`config.mk`:
```
export PLATFORM = sky130hd
export DESIGN_NAME = id_stage
export DESIGN_NICKNAME = d
export VERILOG_FILES = /design/src/rtl/id_stage.sv
export SDC_FILE = /design/constraint.sdc
export NUM_CORES = 2
export LEC_CHECK = 0
export CORE_MARGIN = 2
export CORE_UTILIZATION = 55
export CTS_CLUSTER_SIZE = 40
export DETAILED_ROUTE_END_ITERATION = 6
export PLACE_DENSITY = 0.76
export SYNTH_ARGS = -nofsm -noshare
export SYNTH_HDL_FRONTEND = slang
export SYNTH_SLANG_ARGS = --single-unit
```
`constraint.sdc`:
```
create_clock -name clock -period 1.7 [get_ports clock]
set_input_delay 0.255 -clock clock [delete_from_list [all_inputs] [get_ports clock]]
set_output_delay 0.255 -clock clock [all_outputs]
set_load 0.05 [all_outputs]
```
`src/rtl/id_stage.sv`:
```
// Instruction decode stage: 32x32 register file with writeback bypass, RV32 subset
// decode (LW/SW/OP-IMM/OP), load-use hazard detection and the ID/EX pipeline register.
module id_stage (
  input  logic        clock,
  input  logic        reset_n,
  input  logic        IFIDvalid,
  input  logic [31:0] IFIDIR,
  input  logic [31:0] IFIDPC,
  input  logic        flush,
  input  logic        exstall,
  input  logic        MEMWBRegWrite,
  input  logic [4:0]  MEMWBrd,
  input  logic [31:0] MEMWBValue,
  output logic        IDEXvalid,
  output logic        IDEXRegWrite,
  output logic        IDEXMemRead,
  output logic        IDEXMemWrite,
  output logic [6:0]  IDEXop,
  output logic [2:0]  IDEXfunct3,
  output logic [6:0]  IDEXfunct7,
  output logic [4:0]  IDEXrd,
  output logic [31:0] IDEXAin,
  output logic [31:0] IDEXBin,
  output logic [31:0] IDEXStoreData,
  output logic [31:0] IDEXPC,
  output logic        IFIDstall,
  output logic        illegal
);

  localparam logic [6:0] OP_LW   = 7'b0000011;
  localparam logic [6:0] OP_SW   = 7'b0100011;
  localparam logic [6:0] OP_ALUI = 7'b0010011;
  localparam logic [6:0] OP_ALUR = 7'b0110011;

  typedef struct packed {
    logic        valid;
    logic        reg_write;
    logic        mem_read;
    logic        mem_write;
    logic [6:0]  op;
    logic [2:0]  funct3;
    logic [6:0]  funct7;
    logic [4:0]  rd;
    logic [31:0] ain;
    logic [31:0] bin;
    logic [31:0] store_data;
    logic [31:0] pc;
  } idex_t;

  idex_t       idex_q, idex_d, dec;
  logic        illegal_q, illegal_d;
  logic [31:0] regs_q [32];
  logic [31:0] regs_d [32];

  logic [6:0]  op;
  logic [4:0]  rs1, rs2, rd;
  logic [31:0] rs1_val, rs2_val, imm_i, imm_s;
  logic        supported, hazard;

  assign op    = IFIDIR[6:0];
  assign rd    = IFIDIR[11:7];
  assign rs1   = IFIDIR[19:15];
  assign rs2   = IFIDIR[24:20];
  assign imm_i = {{20{IFIDIR[31]}}, IFIDIR[31:20]};
  assign imm_s = {{20{IFIDIR[31]}}, IFIDIR[31:25], IFIDIR[11:7]};

  // Reads see a same-cycle writeback; x0 overrides everything.
  always_comb begin
    rs1_val = regs_q[rs1];
    if (MEMWBRegWrite && (MEMWBrd == rs1)) rs1_val = MEMWBValue;
    if (rs1 == 5'd0) rs1_val = '0;
    rs2_val = regs_q[rs2];
    if (MEMWBRegWrite && (MEMWBrd == rs2)) rs2_val = MEMWBValue;
    if (rs2 == 5'd0) rs2_val = '0;
  end

  always_comb begin
    regs_d = regs_q;
    if (MEMWBRegWrite && (MEMWBrd != 5'd0)) regs_d[MEMWBrd] = MEMWBValue;
  end

  always_comb begin
    dec        = '0;
    dec.valid  = 1'b1;
    dec.op     = op;
    dec.funct3 = IFIDIR[14:12];
    dec.pc     = IFIDPC;
    dec.ain    = rs1_val;
    supported  = 1'b1;
    case (op)
      OP_LW: begin
        dec.reg_write = 1'b1;
        dec.mem_read  = 1'b1;
        dec.rd        = rd;
        dec.bin       = imm_i;
      end
      OP_SW: begin
        dec.mem_write  = 1'b1;
        dec.bin        = imm_s;
        dec.store_data = rs2_val;
      end
      OP_ALUI: begin
        dec.reg_write = 1'b1;
        dec.rd        = rd;
        dec.bin       = imm_i;
      end
      OP_ALUR: begin
        dec.reg_write = 1'b1;
        dec.rd        = rd;
        dec.funct7    = IFIDIR[31:25];
        dec.bin       = rs2_val;
      end
      default: supported = 1'b0;
    endcase
  end

  // Load in EX whose destination is a source of the instruction in ID.
  assign hazard = idex_q.valid && idex_q.mem_read && (idex_q.rd != 5'd0) && IFIDvalid &&
                  ((idex_q.rd == rs1) ||
                   ((idex_q.rd == rs2) && ((op == OP_SW) || (op == OP_ALUR))));

  // Handshake: while IFIDstall is high fetch holds IFIDIR/IFIDPC/IFIDvalid unchanged;
  // the instruction is consumed on the first rising edge with IFIDstall low.
  assign IFIDstall = (hazard || exstall) && !flush;

  always_comb begin
    idex_d    = idex_q;
    illegal_d = 1'b0;
    if (flush) begin
      idex_d = '0;
    end else if (exstall) begin
      idex_d = idex_q;
    end else if (hazard || !IFIDvalid) begin
      idex_d = '0;
    end else if (!supported) begin
      idex_d    = '0;
      illegal_d = 1'b1;
    end else begin
      idex_d = dec;
    end
  end

  always_ff @(posedge clock or negedge reset_n) begin
    if (!reset_n) begin
      idex_q    <= '0;
      illegal_q <= 1'b0;
      for (int i = 0; i < 32; i++) regs_q[i] <= '0;
    end else begin
      idex_q    <= idex_d;
      illegal_q <= illegal_d;
      regs_q    <= regs_d;
    end
  end

  assign IDEXvalid     = idex_q.valid;
  assign IDEXRegWrite  = idex_q.reg_write;
  assign IDEXMemRead   = idex_q.mem_read;
  assign IDEXMemWrite  = idex_q.mem_write;
  assign IDEXop        = idex_q.op;
  assign IDEXfunct3    = idex_q.funct3;
  assign IDEXfunct7    = idex_q.funct7;
  assign IDEXrd        = idex_q.rd;
  assign IDEXAin       = idex_q.ain;
  assign IDEXBin       = idex_q.bin;
  assign IDEXStoreData = idex_q.store_data;
  assign IDEXPC        = idex_q.pc;
  assign illegal       = illegal_q;

endmodule

```
==> impl_metrics.py <==
metrics = {
    "clock_network": {
        "cts_tree": "done",
        "clock_path_buffers": 3,
        "clock_latency_ps": 750,
        "clock_sinks": 1179,
        "clockRootBuffer": "clkbuf_16",
        "cts_htree_levels": 3,
        "cts_buffers": 120,
        "clk_pin_slew_ps": 70,
    },
    "sta": {
        "skew_ps": 37.1,
        "setup_ws_ps": -951,
        "tightestPinTransition_ps": 772,
        "setup_violations": 160,
        "final_max_slew_viol_count": 0,
        "period_needed_ps": 2650,
        "rsz0062_at_grt": "true",
        "fin_crit_sh_pct": 156,
        "maxSlewHeadroom_pct": 48.3,
        "hold_violations": 0,
        "fmax_mhz": 377,
    },
    "power_and_ir_drop": {
        "vdd_drop_max_v": 0.000968,
        "p_leak_nw": 33.8,
        "powerDensity_nw_per_um2": 1080,
    },
    "floorplan": {
        "row_count": 121,
        "die_h_um": 335,
        "dieArea_um2": 112000,
        "io-pin-count": 263,
        "initial_core_util_pct": 55.5,
        "core_um2": 109000,
        "die_w_um": 335,
    },
    "setup_path": {
        "r2r_slack_ps": -890,
        "worst-endpoint-arrival_ps": 2400,
        "reg2reg_to": "IDEXBin[11]$_DFFE_PN0P_",
        "endpoint_kind": "primary output",
        "critPathKind": "register to primary output",
        "cp.required_ps": 1440,
        "path_max_fanout": 3,
        "reg2regPathDepth": 13,
        "start_kind": "register",
        "timing.rr.start": "IDEXrd[1]$_DFFE_PN0P_",
    },
    "placement": {
        "port_buffers": 262,
        "place_area_um2": 69800,
        "gp_congestion": 0.916,
        "place_inst": 5848,
        "post-dp-hpwl_um": 132000,
    },
    "run": {
        "cap_viol_max_count": 0,
    },
    "routing": {
        "firstDrtPassIters": 6,
        "wl_um": 213000,
        "via_per_inst": 7.10,
        "drt-initial-drc-count": 5381,
        "drc": 0,
        "antenna_left": 0,
        "vias": 43600,
        "wl_per_cell_um": 34.7,
    },
    "run_status": {
        "status": "complete, but fails checks",
        "violations": "negative setup slack",
    },
    "global_route": {
        "grt_pass1_wl_um": 304000,
        "grt_max_degree": 99,
        "first_global_vias": 44400,
        "antenna_found_initial": 6,
        "grtUsageTotal_pct": 37.1,
        "grt_remaining_overflow": 0,
    },
    "cells_and_area": {
        "fill_cells": 6572,
        "seq_area_um2": 29500,
        "stdcell_count": 6135,
        "fin_area_um2": 76500,
        "drive_gt1_share_pct": 61.1,
        "fin_nets": 4723,
        "multi_input_area_um2": 30100,
        "area_delta_synth_final_pct": 26.7,
    },
    "logic_synthesis": {
        "ys_seq_area_share_pct": 48.8,
        "syn-num-nets": 4051,
        "synth-edff-count": 0,
        "synth_area_per_cell_um2": 15.3,
        "yosysWarnings": 0,
        "synth-seq-cells": 1179,
        "async_flop_share_pct": 100,
        "synth_area_um2": 60400,
        "synth_flop_cell": "dfrtp_1",
        "netlist-cell-type-count": 61,
        "syn_inst": 3944,
    },
    "worst_hold_path": {
        "hold-path-cell-count": 2,
        "hp-class": "primary input to register",
        "hold_end": "IDEXPC[19]$_DFFE_PN0P_",
        "hp-start": "IFIDPC[19]",
    },
}
-- worst max-delay path, cell delays in order (launching register included) --
cell and delay [ps]:
dfrtp_2 460, xnor2_1 200, nand2_1 120, nor3_2 270, o21ai_4 110, and2_4 180
nor2_4 170, buf_12 170
-- cell families after synthesis --
family	Yosys count	synth area share, %
muxes	1598	40.3
buffers and inverters	455	3.73
DFF	1179	48.8
xor gates and xnor gates	20	0.290
and+or+nand+nor	307	2.36
AOI/OAI and AO/OA	385	4.43
-- per-stage QoR --
| stage | TNS, ps | total power, mW | setup WS [ps] | hold WS [ps] | util (%) |
|---|---|---|---|---|---|
| 6_report | -116790 | 82.9 | -951 | 109 | 70.3 |
| 5_1_grt | -124090 | 85.4 | -981 | 121 | 70.3 |
| 4_1_cts | -50640 | 82.3 | -877 | 84.5 | 69.3 |
| 3_5_place_dp | -691750 | 53.5 | -1030 | 149 | 64.1 |
| 3_3_place_gp | -657490 | 52.7 | -964 | 155 | 64.1 |
| 2_1_floorplan | -25600 | 46.7 | -274 | -40.6 | - |
-- where the power goes --
part           total, mW  switching (mW)  internal, mW  leakage (nW)
combinational       18.1            7.18          10.9          16.5
clock               28.6            11.8          16.8          2.09
sequential          36.2            3.45          32.7          15.3
-- final cells by class --
cell class              count  share of cell area, %
repair buffers            996                   14.1
inverters                   9                 0.0442
diodes                      3                0.00981
flip-flops and latches   1179                   38.6
clock buffers             169                   4.59
clock inverters            55                   1.00
well taps                1414                   2.31
multi-input cells        2310                   39.3
-- sequential cells by signal, indices dropped and copies added (netlist names) --
register,cells
regs_q,1024
IDEXAin,32
IDEXBin,32
IDEXPC,32
IDEXStoreData,32
IDEXfunct7,7
IDEXop,7
IDEXrd,5
IDEXfunct3,3
IDEXMemRead,1
IDEXMemWrite,1
IDEXRegWrite,1
IDEXvalid,1
illegal,1
-- layer usage --
metal / vias to the layer above / GRT usage, % / wire length [µm]
li1: 16700 / - / -
met1: 22900 / 47.8 / 74800
met2: 3115 / 56.0 / 96500
met3: 848 / 11.2 / 26400
met4: 10 / 21.7 / 15000
met5: - / 0 / 106
-- how the worst max path moves through the flow --
| stage | from | to | slack (ps) | cells past startpoint |
|---|---|---|---|---|
| floorplan | IFIDIR[2] | IFIDstall | -270 | 6 |
| global placement | IFIDIR[23] | IDEXStoreData[3]$_DFFE_PN0P_ | -960 | 9 |
| detailed placement | IFIDIR[23] | IDEXStoreData[3]$_DFFE_PN0P_ | -1030 | 9 |
| CTS | IDEXrd[2]$_DFFE_PN0P_ | IFIDstall | -880 | 7 |
| global route | IDEXrd[1]$_DFFE_PN0P_ | IFIDstall | -980 | 7 |
| finish | IDEXrd[1]$_DFFE_PN0P_ | IFIDstall | -950 | 7 |
-- synth_stat cells (all sizes together), types with 6 or more instances --
| master | number | area share, % |
|---|---|---|
| xor2 | 6 | 0.087 |
| mux2i | 54 | 0.89 |
| mux4 | 567 | 21 |
| nor3 | 6 | 0.068 |
| nand3 | 8 | 0.066 |
| nor2 | 93 | 0.58 |
| a22oi | 19 | 0.24 |
| a32oi | 38 | 0.55 |
| o21ai | 83 | 0.73 |
| xnor2 | 14 | 0.20 |
| o211ai | 22 | 0.27 |
| or3 | 27 | 0.28 |
| nand4 | 6 | 0.097 |
| nand2 | 124 | 0.77 |
| buf | 205 | 2.1 |
| o22ai | 116 | 1.2 |
| o221ai | 7 | 0.10 |
| dfrtp | 1179 | 49 |
| o31ai | 17 | 0.21 |
| and2 | 11 | 0.11 |
| inv | 9 | 0.056 |
| mux2 | 977 | 18 |
| a22o | 48 | 0.70 |
| a21oi | 8 | 0.066 |
| a31oi | 7 | 0.072 |
| clkbuf | 239 | 1.6 |
| o22a | 7 | 0.10 |
-- what timing repair did --
item | CTS | global route
gates cloned | 18 | 12
pin swaps | 54 | 89
endpoints found under the hold margin | 821 | 0
gates resized for setup | 154 | 171
setup endpoints to repair | 193 | 287
hold buffers | 2 | 0
buffers inserted | 26 | 24
-- layout by cell type, fill, tap and decap left out, types with 53 or more instances in the layout --
cell,n
clkdlybuf4s50_1,96
nand2_1,102
clkbuf_16,133
o22ai_1,85
mux4_2,561
dfrtp_1,1164
buf_12,196
nor2_1,65
buf_4,633
mux2i_1,53
mux2_2,967
(Power assumes the default switching activity.)
